===== config.mk =====
export PLATFORM = sky130hd
export DESIGN_NAME = pc_redirect_ctrl
export DESIGN_NICKNAME = d
export VERILOG_FILES = /design/src/rtl/pc_redirect_ctrl.sv
export SDC_FILE = /design/constraint.sdc
export NUM_CORES = 1
export LEC_CHECK = 0
export CAP_MARGIN = 20
export CORE_UTILIZATION = 45
export CTS_CLUSTER_DIAMETER = 60
export DETAILED_ROUTE_END_ITERATION = 8
export GPL_TIMING_DRIVEN = 0
export PLACE_DENSITY_LB_ADDON = 0.05
export SETUP_SLACK_MARGIN = 0.1
export SLEW_MARGIN = 20
export SYNTH_ARGS = -nofsm -noshare
export SYNTH_HDL_FRONTEND = slang
export SYNTH_SLANG_ARGS = --single-unit

===== constraint.sdc =====
create_clock -name Clk -period 2 [get_ports Clk]
set_clock_uncertainty 0.15 [all_clocks]
set_input_delay 0.4 -clock Clk [delete_from_list [all_inputs] [get_ports Clk]]
set_output_delay 0.4 -clock Clk [all_outputs]
set_load 0.005 [all_outputs]

===== src/rtl/pc_redirect_ctrl.sv =====
// pc_redirect_ctrl: owns the fetch PC and sequences every PC change.
// Sources are sequential +4, ID-stage jumps and EX-stage taken branches.
// It also holds a redirect while instruction memory is not ready, and it
// drives the IF/ID and ID/EX flushes.
// Optional feature macro: REDIRECT_CNT_EN adds saturating redirect and
// pending-cycle performance counters. When the macro is undefined, both
// counter ports are tied to 0.
module pc_redirect_ctrl #(
  parameter logic [31:0] RESET_VECTOR = 32'h0000_0000,
  parameter int          CNT_WIDTH    = 16
) (
  input  logic                 Clk,
  input  logic                 Reset,
  input  logic                 imemReady,
  input  logic                 stall,
  input  logic                 jumpValid,
  input  logic [31:0]          jumpTarget,
  input  logic                 branchTaken,
  input  logic [31:0]          branchTarget,
  output logic [31:0]          pc,
  output logic                 flushIFID,
  output logic                 flushIDEX,
  output logic                 redirectPending,
  output logic [CNT_WIDTH-1:0] redirectCount,
  output logic [CNT_WIDTH-1:0] pendCycleCount
);

  typedef enum logic {IDLE, PENDING} state_t;

  state_t      state_q, state_d;
  logic [31:0] pc_q, pc_d;
  logic [31:0] pend_target_q, pend_target_d;
  logic        pend_is_branch_q, pend_is_branch_d;
  logic        flush_ifid, flush_idex, redirect_apply;

  // Fetch addresses are word aligned; the low two target bits are dropped.
  function automatic logic [31:0] word_align(input logic [31:0] a);
    return {a[31:2], 2'b00};
  endfunction

  // State, PC and captured-redirect registers.
  always_ff @(posedge Clk or posedge Reset) begin
    if (Reset) begin
      state_q          <= IDLE;
      pc_q             <= word_align(RESET_VECTOR);
      pend_target_q    <= 32'h0;
      pend_is_branch_q <= 1'b0;
    end else begin
      state_q          <= state_d;
      pc_q             <= pc_d;
      pend_target_q    <= pend_target_d;
      pend_is_branch_q <= pend_is_branch_d;
    end
  end

  // Request arbitration, next PC and flush generation.
  always_comb begin
    state_d          = state_q;
    pc_d             = pc_q;
    pend_target_d    = pend_target_q;
    pend_is_branch_d = pend_is_branch_q;
    flush_ifid       = 1'b0;
    flush_idex       = 1'b0;
    redirect_apply   = 1'b0;
    case (state_q)
      IDLE: begin
        if (branchTaken) begin
          // The branch is older; any same-cycle jump is wrong-path.
          flush_ifid = 1'b1;
          flush_idex = 1'b1;
          if (imemReady) begin
            pc_d           = word_align(branchTarget);
            redirect_apply = 1'b1;
          end else begin
            state_d          = PENDING;
            pend_target_d    = word_align(branchTarget);
            pend_is_branch_d = 1'b1;
          end
        end else if (jumpValid && !stall) begin
          flush_ifid = 1'b1;
          if (imemReady) begin
            pc_d           = word_align(jumpTarget);
            redirect_apply = 1'b1;
          end else begin
            state_d          = PENDING;
            pend_target_d    = word_align(jumpTarget);
            pend_is_branch_d = 1'b0;
          end
        end else if (imemReady && !stall) begin
          pc_d = pc_q + 32'd4;
        end
      end
      PENDING: begin
        // Every fetch made while waiting is wrong-path.
        flush_ifid = 1'b1;
        if (branchTaken && !pend_is_branch_q) begin
          // An EX branch is older than a held jump, so it takes over.
          flush_idex       = 1'b1;
          pend_target_d    = word_align(branchTarget);
          pend_is_branch_d = 1'b1;
        end
        if (imemReady) begin
          pc_d             = pend_target_d;
          state_d          = IDLE;
          pend_is_branch_d = 1'b0;
          redirect_apply   = 1'b1;
        end
      end
      default: state_d = IDLE;
    endcase
  end

  assign pc              = pc_q;
  assign flushIFID       = flush_ifid & ~Reset;
  assign flushIDEX       = flush_idex & ~Reset;
  assign redirectPending = (state_q == PENDING);

`ifdef REDIRECT_CNT_EN
  logic [CNT_WIDTH-1:0] redir_cnt_q, pend_cnt_q;

  // Saturating performance counters for applied redirects and pending cycles.
  always_ff @(posedge Clk or posedge Reset) begin
    if (Reset) begin
      redir_cnt_q <= '0;
      pend_cnt_q  <= '0;
    end else begin
      if (redirect_apply && (redir_cnt_q != '1))
        redir_cnt_q <= redir_cnt_q + 1'b1;
      if ((state_q == PENDING) && (pend_cnt_q != '1))
        pend_cnt_q <= pend_cnt_q + 1'b1;
    end
  end

  assign redirectCount  = redir_cnt_q;
  assign pendCycleCount = pend_cnt_q;
`else
  logic unused_apply;
  assign unused_apply   = redirect_apply;
  assign redirectCount  = '0;
  assign pendCycleCount = '0;
`endif

endmodule


==> flow_summary.toml <==
[sta]
grt_setup_unrepaired = "yes"
worst_pin_slew_ns = 0.606
period_minus_slack_ns = 2.15
setup_viol = 7
slew_violations = 0
slew_headroom_pct = 59.6
clock.fmax_mhz = 464
finalCritPeriodShare_pct = 108
hold_viol = 0
fin_ws_ns = -0.153

[critical_path]
crit_slowest_cell = "dfrtp_2"
crit_fanout = 6
critical-path-top-delay-family = "compound AO/OA/AOI/OAI gates"
r2r_setup_slack_ns = -0.15
cp_num_buf_inv = 1
cp-start-kind = "flip-flop"
slowest_delay_ns = 0.44
arrival_ns = 2.25
cp_cell_sequence = "nand2b_1 -> buf_6 -> and2_4 -> a222oi_1 -> o31ai_1 -> a32o_1"
crit_type = "flip-flop to flip-flop"
critPathRequiredTime_ns = 2.10
cp-end-kind = "flip-flop"

[finish]
mostFrequentLayoutCells = "buf_4 (82), clkdlybuf4s50_1 (82), nand2_1 (64)"
fin_cells = 939
final_area_um2 = 7580
antennaDiodeCount = 0
syn_to_final_growth_pct = 49.7
fin_nets = 867
num-fill-cells = 877
drive_above_1_share_pct = 28.9

[routing]
drtIter0Drc = 534
drt_wl_total_um = 20400
via_per_inst = 6.30
firstDrtPassIters = 6
wire_per_inst_um = 21.8
vias = 5916
drc = 0
ant_nets = 0

[run_status]
status = "complete, but fails checks"
violations = "negative setup slack"

[die]
initial_core_util_pct = 46.5
core_um2 = 10900
dieArea_um2 = 11700
io_pins = 137
fp.dieH_um = 108
rows = 38
die_x_um = 108

[synthesis]
synth.avg_cell_area_um2 = 8.42
synthesis.instances = 601
syn_area_um2 = 5060
yosysSeqAreaShare_pct = 32.6
synth_edf_count = 0
ys.flop_type = "dfrtp_1"
yosysUniqueCellTypes = 65
ys_seq_elements = 66
async_flop_share_pct = 100
yosysWarningCount = 0

[pwr]
leakage_nw = 3.31
vdd.ir_drop.worst_mv = 0.406
power_density_nw_per_um2 = 671

[global_routing]
grt_pass1_wl_um = 30600
antenna_found_initial = 0
grt_max_degree = 30
track_usage_pct = 35.2
grt_pass1_vias = 5576
grt_overflow = 0

[clock_tree]
ctsHtreeMaxLevel = 3
cts_buffers = 9
clock_path_buffers = 2
clk_latency_ns = 0.37
cts_tree = "built"
cts.clk_slew.worst_paths_ns = 0.08
cts-root-buf = "clkbuf_8"
cts_sinks = 66

[place]
place_area_um2 = 6400
io_buffer_count = 99
dp.cells = 873
dp.final_hpwl_um = 13700
gp_congestion = 0.936

[min_path]
hold_class = "input port to asynchronous set/reset pin"

[job]
cap_violations = 0
[power by group]
| part | total [mW] | switching (mW) | internal, mW |
|---|---|---|---|
| combinational | 2.13 | 1.02 | 1.11 |
| clock | 1.03 | 0.552 | 0.474 |
| sequential | 1.92 | 0.321 | 1.60 |
| total | 5.08 | 1.89 | 3.19 |
[worst paths after layout]
path	startpoint	end	cells after the start
max	pend_is_branch_q$_DFFE_PP0P_	pc[22]$_DFFE_PP0P_	6
min	Reset	pc[0]$_DFFE_PP0P_	2
max reg2reg	pend_is_branch_q$_DFFE_PP0P_	pc[22]$_DFFE_PP0P_	6
min reg2reg	pend_target_q[0]$_DFFE_PP0P_	pend_target_q[0]$_DFFE_PP0P_	2
max in group asynchronous	Reset	pc[7]$_DFFE_PP0P_	4
min in group Clk	pend_target_q[0]$_DFFE_PP0P_	pend_target_q[0]$_DFFE_PP0P_	2
[what timing repair did]
item / CTS / global route
resized for setup: 116 / 97
setup buffers: 26 / 26
cloned: 0 / 1
pin swaps: 12 / 15
hold buffers: 0 / 0
endpoints found under the setup margin: 87 / 71
[through the flow]
stage               hold slack [ns]  setup slack (ns)  util (%)  power, mW  setup TNS [ns]
floorplan                     0.323             0.100         -       2.76               0
global placement              0.330             -1.11      58.4       3.49          -60.14
detailed placement            0.335             -1.11      58.8       3.54          -41.72
CTS                           0.226           -0.0746      64.7       4.75          -0.234
global route                  0.299            -0.129      69.6       5.31          -0.921
finish                        0.237            -0.153      69.6       5.08          -0.286
[logic make-up after synthesis]
logic type | count (synthesis) | share of synthesized area (%)
flops | 66 | 32.6
buf+inv | 85 | 9.37
xor+xnor | 11 | 1.90
compound gates | 191 | 25.9
mux | 52 | 10.3
fa+ha+maj | 1 | 0.247
simple gates | 194 | 19.6
other cells | 1 | 0.0741
[state kept, by name, summed over array words and instances, names as in the netlist]
name and count:
redirectPending 1, pc 32, pend_target_q 32, pend_is_branch_q 1
[synth_stat cells (3+ instances only)]
library cell	count	share of area [%]
a22o_1	3	0.52
buf_1	4	0.30
clkbuf_1	16	1.2
nand2b_1	5	0.62
nand2_1	69	5.1
o32ai_1	5	0.87
a21oi_1	30	3.0
o211ai_1	26	3.9
dfrtp_1	66	33
nand3_1	20	2.0
nor3_1	11	1.1
a211oi_1	12	1.8
o31ai_1	12	1.8
a31oi_1	7	0.87
nand4_1	10	1.2
buf_2	20	2.0
and4_1	5	0.87
xor2_1	5	0.87
and2_1	5	0.62
a32oi_1	3	0.52
xnor2_1	6	1.0
o22ai_1	4	0.49
mux2i_1	50	9.9
a22oi_1	5	0.74
a221oi_1	10	1.7
a31o_2	5	0.87
inv_1	7	0.52
o21ai_0	42	4.2
and3_1	6	0.74
a32o_1	6	1.2
nor4_1	6	0.74
nor2_1	40	3.0
buf_4	34	5.0
nand3b_1	5	0.74
[area by class of cell]
class	instances	area, um^2	area share, %
Multi-Input combinational cell	481	3420	45.2
Sequential cell	66	1680	22.1
Timing Repair Buffer	154	1490	19.7
Buffer	75	618	8.16
Tap cell	140	175	2.31
Clock buffer	14	153	2.01
Inverter	9	41.3	0.545
[per-layer routing]
| layer | global-route usage (%) | share of wire, % |
|---|---|---|
| met1 | 45.1 | 39 |
| met2 | 55.8 | 45 |
| met3 | 7.11 | 11 |
| met4 | 18.7 | 4.4 |
| met5 | 0 | 0 |
No activity file was read; power rests on OpenSTA's default activity.
